File: src/rtl/des_pkg.sv
// -----------------------------------------------------------------------------
// des_pkg
//   Shared DES datapath definitions: block and half-block widths, their
//   typedefs, the collector/output-register state encodings, and the
//   initial permutation (IP) and final permutation (IP^-1) tables.
//
//   Both tables use MSB-first indexing. Entry i holds the source bit index
//   for output bit i, with bit 0 being the MSB of the 64-bit block.
// -----------------------------------------------------------------------------
`timescale 1ns/1ps

package des_pkg;

  localparam int DES_BLOCK_W = 64;
  localparam int DES_HALF_W  = 32;

  typedef logic [DES_BLOCK_W-1:0] des_block_t;
  typedef logic [DES_HALF_W-1:0]  des_half_t;

  // Collector holds either a partial block (COLLECT) or a completed block
  // that is waiting for the output register to free up (FULL).
  typedef enum logic {
    COLLECT = 1'b0,
    FULL    = 1'b1
  } collect_state_e;

  // Output register either has no block (EMPTY) or presents one (HOLD).
  typedef enum logic {
    EMPTY = 1'b0,
    HOLD  = 1'b1
  } out_state_e;

  // Initial permutation, zero-based, MSB-first: out[i] = in[DES_IP[i]].
  localparam int DES_IP [0:DES_BLOCK_W-1] = '{
    57, 49, 41, 33, 25, 17,  9,  1,
    59, 51, 43, 35, 27, 19, 11,  3,
    61, 53, 45, 37, 29, 21, 13,  5,
    63, 55, 47, 39, 31, 23, 15,  7,
    56, 48, 40, 32, 24, 16,  8,  0,
    58, 50, 42, 34, 26, 18, 10,  2,
    60, 52, 44, 36, 28, 20, 12,  4,
    62, 54, 46, 38, 30, 22, 14,  6
  };

  // Final permutation (inverse of DES_IP), same indexing convention.
  localparam int DES_IP_INV [0:DES_BLOCK_W-1] = '{
    39,  7, 47, 15, 55, 23, 63, 31,
    38,  6, 46, 14, 54, 22, 62, 30,
    37,  5, 45, 13, 53, 21, 61, 29,
    36,  4, 44, 12, 52, 20, 60, 28,
    35,  3, 43, 11, 51, 19, 59, 27,
    34,  2, 42, 10, 50, 18, 58, 26,
    33,  1, 41,  9, 49, 17, 57, 25,
    32,  0, 40,  8, 48, 16, 56, 24
  };

endpackage : des_pkg

File: src/rtl/des_ip_perm.sv
// -----------------------------------------------------------------------------
// des_ip_perm
//   Purely combinational DES initial permutation driven from des_pkg::DES_IP.
//   Block bit 0 is the MSB of the vector, so table index i maps to vector
//   bit (DES_BLOCK_W-1-i).
//
// Ports
//   blk_in   in   64  block before IP
//   blk_out  out  64  IP(blk_in)
// -----------------------------------------------------------------------------
`timescale 1ns/1ps

module des_ip_perm
  import des_pkg::*;
(
  input  logic [DES_BLOCK_W-1:0] blk_in,
  output logic [DES_BLOCK_W-1:0] blk_out
);

  always_comb begin
    // NOTE: default assignment first so every path of this block drives
    // blk_out fully and no latch is inferred.
    blk_out = '0;
    for (int i = 0; i < DES_BLOCK_W; i++) begin
      blk_out[DES_BLOCK_W-1-i] = blk_in[DES_BLOCK_W-1-DES_IP[i]];
    end
  end

endmodule : des_ip_perm

File: src/rtl/des_ip_input_stage.sv
// -----------------------------------------------------------------------------
// des_ip_input_stage
//   Front end of the DES datapath. Collects a 64-bit block from a stream of
//   BEAT_W-bit beats (first beat = most significant), applies the initial
//   permutation and presents L0/R0 over a valid/ready handshake.
//
//   Double-buffered: the collect buffer keeps filling while the output
//   register holds a block for a stalled consumer. A block completed while
//   the output is stalled parks in the collect buffer (FULL) and moves to
//   the output register in the cycle the consumer accepts the old block.
//
// Parameters
//   BEAT_W     beat width in bits: 8, 16, 32 or 64
//
// Ports
//   clk        in   1        rising-edge clock
//   rst_n      in   1        asynchronous active-low reset
//   abort      in   1        synchronous discard of partial / parked block
//   in_valid   in   1        beat present on in_data
//   in_ready   out  1        stage accepts a beat this cycle (registered)
//   in_data    in   BEAT_W   beat, MSB = lowest block bit index
//   out_valid  out  1        out_l/out_r hold a permuted block
//   out_ready  in   1        consumer takes the block this cycle
//   out_l      out  32       L0 = IP(block)[0:31]
//   out_r      out  32       R0 = IP(block)[32:63]
// -----------------------------------------------------------------------------
`timescale 1ns/1ps

module des_ip_input_stage
  import des_pkg::*;
#(
  parameter int BEAT_W = 8
) (
  input  logic              clk,
  input  logic              rst_n,
  input  logic              abort,
  input  logic              in_valid,
  output logic              in_ready,
  input  logic [BEAT_W-1:0] in_data,
  output logic              out_valid,
  input  logic              out_ready,
  output logic [DES_HALF_W-1:0] out_l,
  output logic [DES_HALF_W-1:0] out_r
);

  localparam int NBEATS = DES_BLOCK_W / BEAT_W;
  // A single-beat configuration still needs a 1-bit counter to keep the
  // declarations legal; it simply never leaves zero.
  localparam int CNT_W  = (NBEATS > 1) ? $clog2(NBEATS) : 1;
  localparam logic [CNT_W-1:0] LAST_BEAT = CNT_W'(NBEATS - 1);

  logic [CNT_W-1:0] beat_cnt;
  des_block_t       collect_q;
  des_block_t       block_next;
  des_block_t       perm_in;
  des_block_t       perm_out;
  collect_state_e   coll_state;
  out_state_e       out_state;

  logic beat_acc;
  logic last_beat;
  logic out_free;
  logic held_xfer;
  logic direct_load;

  // ---------------------------------------------------------------------------
  // Collect buffer shift path: the newest beat enters at the LSB end so the
  // first beat ends up in the MSBs (block bit 0).
  // ---------------------------------------------------------------------------
  if (NBEATS == 1) begin : g_single_beat
    assign block_next = in_data;
  end else begin : g_multi_beat
    assign block_next = {collect_q[DES_BLOCK_W-BEAT_W-1:0], in_data};
  end

  // ---------------------------------------------------------------------------
  // Handshake decode
  // ---------------------------------------------------------------------------
  // in_ready depends only on registered state, never on out_ready directly.
  assign in_ready  = (coll_state == COLLECT);
  assign out_valid = (out_state == HOLD);

  assign beat_acc    = in_valid && in_ready && !abort;
  assign last_beat   = beat_acc && (beat_cnt == LAST_BEAT);
  // Output register can take a new block if empty or being drained now.
  assign out_free    = (out_state == EMPTY) || out_ready;
  // Parked block moves out when the consumer takes the current one; an
  // abort in the same cycle discards it instead.
  assign held_xfer   = (coll_state == FULL) && out_ready && !abort;
  assign direct_load = last_beat && out_free;

  // While FULL the parked block is the permutation source; otherwise the
  // block being completed by the current beat is.
  assign perm_in = (coll_state == FULL) ? collect_q : block_next;

  des_ip_perm u_ip_perm (
    .blk_in  (perm_in),
    .blk_out (perm_out)
  );

  // ---------------------------------------------------------------------------
  // Collector: beat counter, collect buffer, COLLECT/FULL state
  // ---------------------------------------------------------------------------
  // NOTE: sequential state uses non-blocking assignments only, so every
  // register samples pre-edge values regardless of block ordering.
  always_ff @(posedge clk or negedge rst_n) begin
    if (!rst_n) begin
      beat_cnt   <= '0;
      // NOTE: the collect buffer is a plain register (not a memory), so it
      // is reset along with the control state and never leaks old data.
      collect_q  <= '0;
      coll_state <= COLLECT;
    end else if (abort) begin
      beat_cnt   <= '0;
      coll_state <= COLLECT;
    end else if (held_xfer) begin
      coll_state <= COLLECT;
    end else if (beat_acc) begin
      collect_q <= block_next;
      if (last_beat) begin
        beat_cnt <= '0;
        if (!out_free) begin
          coll_state <= FULL;
        end
      end else begin
        beat_cnt <= beat_cnt + CNT_W'(1);
      end
    end
  end

  // ---------------------------------------------------------------------------
  // Output register: EMPTY/HOLD state and L0/R0 halves
  // ---------------------------------------------------------------------------
  // A load in the same cycle as a handshake replaces the consumed block, so
  // out_valid stays high with no bubble. Nothing changes while stalled.
  always_ff @(posedge clk or negedge rst_n) begin
    if (!rst_n) begin
      out_state <= EMPTY;
      out_l     <= '0;
      out_r     <= '0;
    end else if (direct_load || held_xfer) begin
      out_state <= HOLD;
      out_l     <= perm_out[DES_BLOCK_W-1:DES_HALF_W];
      out_r     <= perm_out[DES_HALF_W-1:0];
    end else if (out_valid && out_ready) begin
      out_state <= EMPTY;
    end
  end

endmodule : des_ip_input_stage

File: config.mk
export PLATFORM = sky130hd
export DESIGN_NAME = des_ip_input_stage
export DESIGN_NICKNAME = d
export VERILOG_FILES = /design/src/rtl/des_pkg.sv /design/src/rtl/des_ip_perm.sv /design/src/rtl/des_ip_input_stage.sv
export SDC_FILE = /design/constraint.sdc
export NUM_CORES = 1
export LEC_CHECK = 0
export CORE_ASPECT_RATIO = 1.4
export CORE_UTILIZATION = 51
export DETAILED_ROUTE_END_ITERATION = 10
export GPL_TIMING_DRIVEN = 0
export MAX_ROUTING_LAYER = met4
export PLACE_DENSITY = 0.75
export SETUP_SLACK_MARGIN = 0.05
export SYNTH_ARGS = -nofsm -noshare
export SYNTH_HDL_FRONTEND = slang
export SYNTH_SLANG_ARGS = --single-unit
File: constraint.sdc
create_clock -name clk -period 1.9 [get_ports clk]
set_input_delay 0.57 -clock clk [delete_from_list [all_inputs] [get_ports clk]]
set_output_delay 0.57 -clock clk [all_outputs]
set_load 0.05 [all_outputs]
* Word level (Yosys, flattened, before mapping) *
Index checks and enable logic that the tools add are counted.

word-level totals
  output and inout port bits = 66
  bits of input ports = 13
  register bits = 133
  logic and storage cells = 43

cells by class
  bitwise operators = 4
  mux-type cells = 12
  add/subtract/negate cells = 1
  eq/ne operators = 3
  reduce and logical (&&, ||, !) cells = 17

operators by type and width
  operator                                                         number
  64-bit 2-to-1 mux                                                1
  3-bit 2-to-1 mux                                                 4
  1-bit logical AND                                                7
  1-bit 2-to-1 mux                                                 7
  3-bit AND reduction                                              2
  3-bit nonzero test                                               2
  1-bit inverter                                                   4
  2-bit nonzero test                                               2
  3-bit by 1-bit adder with 3-bit output, second input constant    1
  3-bit equality test, second input constant                       1
  3-bit by 2-bit != test with 1-bit output, second input constant  1
  1-bit logical OR                                                 2
  2-bit != test, second input constant                             1
  2-bit AND reduction                                              1
  1-bit logical NOT                                                1

* Depth between registers and ports, before layout *
  depth after elaboration = 8
  depth in mapped cells = 7
  depth with buffers taken out = 5

* Hierarchy *
A second synthesis with hierarchy kept.

second synthesis, totals
  cell total of the unflattened synthesis = 431
  area, all modules = 6,251.0 µm²

modules (own cells, without submodules)
  module              times used  seq. area each (µm²)  cells each  area an instance (µm²)
  des_ip_input_stage  1           3,328.2               367         5,770.5
  des_ip_perm         1           0.0                   64          480.5

* Worst setup path before layout *
OpenSTA, ideal clock, no wires.

  kind = flip-flop to flip-flop
  from = reg out_state, in the netlist out_valid
  to = reg out_l[0]
  path buffers = 2
  clock period less this slack = 1.882 ns
  library setup time = 0.125 ns
  cell stages (with the launch flop) = 6
  data arrival time = 1.757 ns
  required time = 1.775 ns
  setup slack = 0.018 ns
  cell sequence = dfrtp_1 or2_1 a211oi_2 buf_4 buf_6 mux2_2

between the ends
  longest elaborated chain between the ends = 4

RTL lines
  item                    RTL line                   text
  start, declared         des_ip_input_stage.sv:58   out_state_e out_state;
  start signal, assigned  des_ip_input_stage.sv:138  out_state <= EMPTY;
  start signal, assigned  des_ip_input_stage.sv:142  out_state <= HOLD;
  start signal, assigned  des_ip_input_stage.sv:146  out_state <= EMPTY;
  1-bit inverter          des_ip_input_stage.sv:86   assign out_free = (out_state == EMPTY) || out_ready;
  1-bit logical OR        des_ip_input_stage.sv:86
  1-bit logical AND       des_ip_input_stage.sv:90   assign direct_load = last_beat && out_free;
  1-bit logical OR        des_ip_input_stage.sv:141  end else if (direct_load || held_xfer) begin
  end signal, assigned    des_ip_input_stage.sv:143  out_l <= perm_out[DES_BLOCK_W-1:DES_HALF_W];
  end, declared           des_ip_input_stage.sv:42   output logic [DES_HALF_W-1:0] out_l,

No other way between the ends.
A chain may end at the register's enable or synchronous reset.

* Worst setup path in the final report *
  from = in abort
  to = reg out_l[3]

between the ends
  longest elaborated chain between the ends = 5
  elaborated cells on any way between the ends = 6
  those cells by class = 6 x reduce/logical

RTL lines
  item                   RTL line                                            text
  start, declared        des_ip_input_stage.sv:36                            input logic abort,
  1-bit logical NOT (*)  des_ip_input_stage.sv:83, des_ip_input_stage.sv:89
  1-bit logical AND      des_ip_input_stage.sv:83                            assign beat_acc = in_valid && in_ready && !abort;
  1-bit logical AND      des_ip_input_stage.sv:84                            assign last_beat = beat_acc && (beat_cnt == LAST_BEAT);
  1-bit logical AND      des_ip_input_stage.sv:90
  1-bit logical OR (*)   des_ip_input_stage.sv:141

Every way passes the cells marked *; elsewhere a longest branch is shown, timed or not.

==> impl_results.md <==
- Outcome: finished clean
- Die area: roughly 12000 um2
- Fin nets: ~500
- Height of the die: about 130 um
- Die X: between 90 and 100 um
- Gate power share: between 15 and 20%
- Part of the cycle the worst path needs: 97.19%
- Net Sw Power: slightly below 0.002 W
- CP max-delay cell: clkdlybuf4s50_1
- Clock insertion delay at the later pin of the skew report: between 400 and 500 ps
- Flops & latches, synth: between 100 and 150
- WP data arrival: 2130 ps
- CTS root buf: clkbuf_16
- Power Internal: between 0.005 and 0.006 W
- Setup slack after placement: -655.6 ps
- Final worst slack: ~53 ps
- Sequential group share of total power: 48.2%
- First-pass iteration count of the detailed router: 4
- YS warnings: 0
- Sink Count: approximately 130
- Final setup vio count: 0
- Final GP Congestion: between 0.7 and 0.8
- R2R cell count: 6
- Peak supply drop: approximately 0.6 mV
- Mapped Nets: around 380
- CTS tree: built
- Cell row count: 45
- CTS HTree Levels: 4
- Drt via density: between 5 and 6
- Clock-pin slew on the worst setup and hold paths: about 50 ps
- CP Cell Sequence: clkdlybuf4s50_1, a211oi_2, buf_6, buf_8, mux2_2
- Post-route design area: ~7300 um2
- Min Clock Period, post-route: between 1500 and 2000 ps
- Setup tns final: 0 ps
- Vias in the first global route: about 3700
- Yosys top cell by area: dfrtp_1
- Worst min path class: input pin to asynchronous set/reset pin
- RSZ-0062 raised after global routing: yes
- Avg Cell Area, Syn: 15.72 um2
- Post-synth ARST share: between 90% and 100%
- Cell with the most instances after synthesis: mux2_2
- Setup slack, reg-to-reg: 80 ps
- CP max FO: 10
- Largest net degree at the start of global routing: 80
- CTS Buf Count: 17
- Final cell count without fillers: approximately 630
- Final WL: around 11 mm
- Rel. slew slack: between 60% and 70%
- Startpoint Class: input pin
- Gr ovfl total: 0
- Worst R2R End: out_l[3]$_DFFE_PN0P_
- FMAX: approximately 540 MHz
- Routed len/inst: 17.74 um
- PwrDens: approximately 1100 nW/um2
- Max-cap viol count: 0
- Main flop type after synthesis: dfrtp_1
- CP max stage delay: approximately 550 ps
- Placed Area: approximately 6800 um2
- Core area: 10920 um2
- Hold Fails Final Rpt: 0
- Worst-Margin Slew: ~580 ps
- DR DRC count: 0
- CTS Hold Bufs: 0
- Area delta synth->final: 27.36%
- Synth top cells by count: 151 x mux2_2, 133 x dfrtp_1, 41 x mux2_1
- Clock network fraction of total power: about 37%
- # diodes: 0
- CTS max path bufs: 2
- Layout cells sized above 1: around three fifths
- Endpoint class of the critical path: flop
- Worst r2r src: coll_state$_DFFE_PN0P_
- Post-synth EDFFs: 0
- Sw Share: ~25%
- Max Slew Vio Count: 0
- Cell area after synthesis: 5771 um2
- Drt first-iter violations: 100
- Placed Cells: between 500 and 600
- Clock skew: around 6.7 ps
- Worst Path Required: approximately 2200 ps
- First-pass GRT wire length: between 15 and 20 mm
- Initial antenna violation count: 0
- Area contributors post-synth: dfrtp_1 58%, mux2_2 29%, mux2_1 8.0%
- Post-Syn Instances: about 370
- Vias: around 3400
- Yosys cell types: 22
- Remaining antenna violation count: 0
- Critical path type: input pin to flop
- Post-DP HPWL: about 7 mm
- Port Buf Inserts: between 70 and 80
- Register area share after synthesis: between 50% and 60%
- Total Routing Usage GR: between 20% and 30%
- Leak: about 3.5 nW
- Num ports: 79
- Synth top area share: about 58%
- Starting density of the core: about 53%
cell usage in the layout, fill, tap and decap left out, types with 2 or more instances in the layout:
master,count
a21oi_1,2
buf_12,3
buf_2,4
buf_4,15
buf_6,3
buf_8,5
clkbuf_1,9
clkbuf_16,17
clkbuf_2,44
clkbuf_8,4
clkdlybuf4s15_1,9
clkdlybuf4s15_2,12
clkdlybuf4s50_1,10
clkinv_2,4
dfrtp_1,132
mux2_1,21
mux2_2,146
mux2_4,25
mux2i_1,2
nor2_1,3
area by class of cell:
type / instances / area, um2
plain buffers: 20 / 207.7
clock buffers: 28 / 506.7
clock inverters: 4 / 20.02
fillers: 797 / 3573
inverters: 2 / 10.01
multi-input cells: 210 / 2412
flip-flops and latches: 133 / 3329
well taps: 141 / 176.4
repair buffers: 89 / 686.9
worst max-delay path by stage:
stage | startpoint | endpoint | slack, ps | cells past startpoint
after global placement | rst_n | out_valid$_DFFE_PN0P_ | -5270 | 1
after detailed placement | coll_state$_DFFE_PN0P_ | in_ready | -660 | 5
after CTS | coll_state$_DFFE_PN0P_ | in_ready | -60 | 5
after floorplan | coll_state$_DFFE_PN0P_ | in_ready | 80 | 4
final | abort | out_l[3]$_DFFE_PN0P_ | 50 | 5
after global routing | beat_cnt[0]$_DFFE_PN0P_ | out_l[30]$_DFFE_PN0P_ | -10 | 7
power groups by stage:
stage / Clock [W] / Sequential, W / Combinational, W
2_1_floorplan: 0 / 0.00374 / 0.000919
3_3_place_gp: 0 / 0.00383 / 0.00113
3_5_place_dp: 0 / 0.00387 / 0.00118
4_1_cts: 0.00297 / 0.00382 / 0.00121
5_1_grt: 0.00309 / 0.00394 / 0.00134
6_report: 0.00291 / 0.00383 / 0.00121
worst max-delay path: cells and delay by family:
kind                   cells  cell delay, ps
buffers and inverters      3             920
muxes                      1             340
AOI/OAI and AO/OA          1             300
cells by family (layout without fill, tap and decap cells):
group | count (synthesis) | count (layout) | share of synthesized area [%]
muxes | 194 | 194 | 37.81
DFF | 133 | 133 | 57.68
buffers and inverters | 24 | 143 | 2.537
and+or+nand+nor | 9 | 9 | 0.9107
AOI/OAI and AO/OA | 5 | 5 | 0.6289
adders and majority gates | 2 | 2 | 0.4336
flip-flops by register name, summed over array words and instances, names as in the netlist:
name and cells:
coll_state 1, collect_q 64, out_r 32, beat_cnt 3, out_valid 1, out_l 32
layer usage:
| metal | up-vias | share of wire (%) | global-route usage, % |
|---|---|---|---|
| li1 | 1528 | - | - |
| met1 | 1759 | 44 | 26.20 |
| met2 | 68 | 51 | 35.73 |
| met3 | 13 | 3.5 | 4.982 |
| met4 | 0 | 1.4 | 7.904 |
| met5 | - | 0 | - |
through the flow:
step	utilization, %	hold slack, ps	power [W]
after floorplan	-	274.4	0.004662
after global placement	61.60	465.6	0.004957
after detailed placement	61.87	474.0	0.005052
after CTS	68.06	128.9	0.008004
after global routing	67.29	156.1	0.008369
final	67.29	125.8	0.007942
timing repair:
action | in CTS | in global routing
resized for setup | 171 | 84
setup buffers | 9 | 1
hold endpoints to repair | 0 | 0
setup endpoints to repair | 185 | 172
pin swaps | 2 | 0
Note: power is estimated with default switching activity, not from simulation.
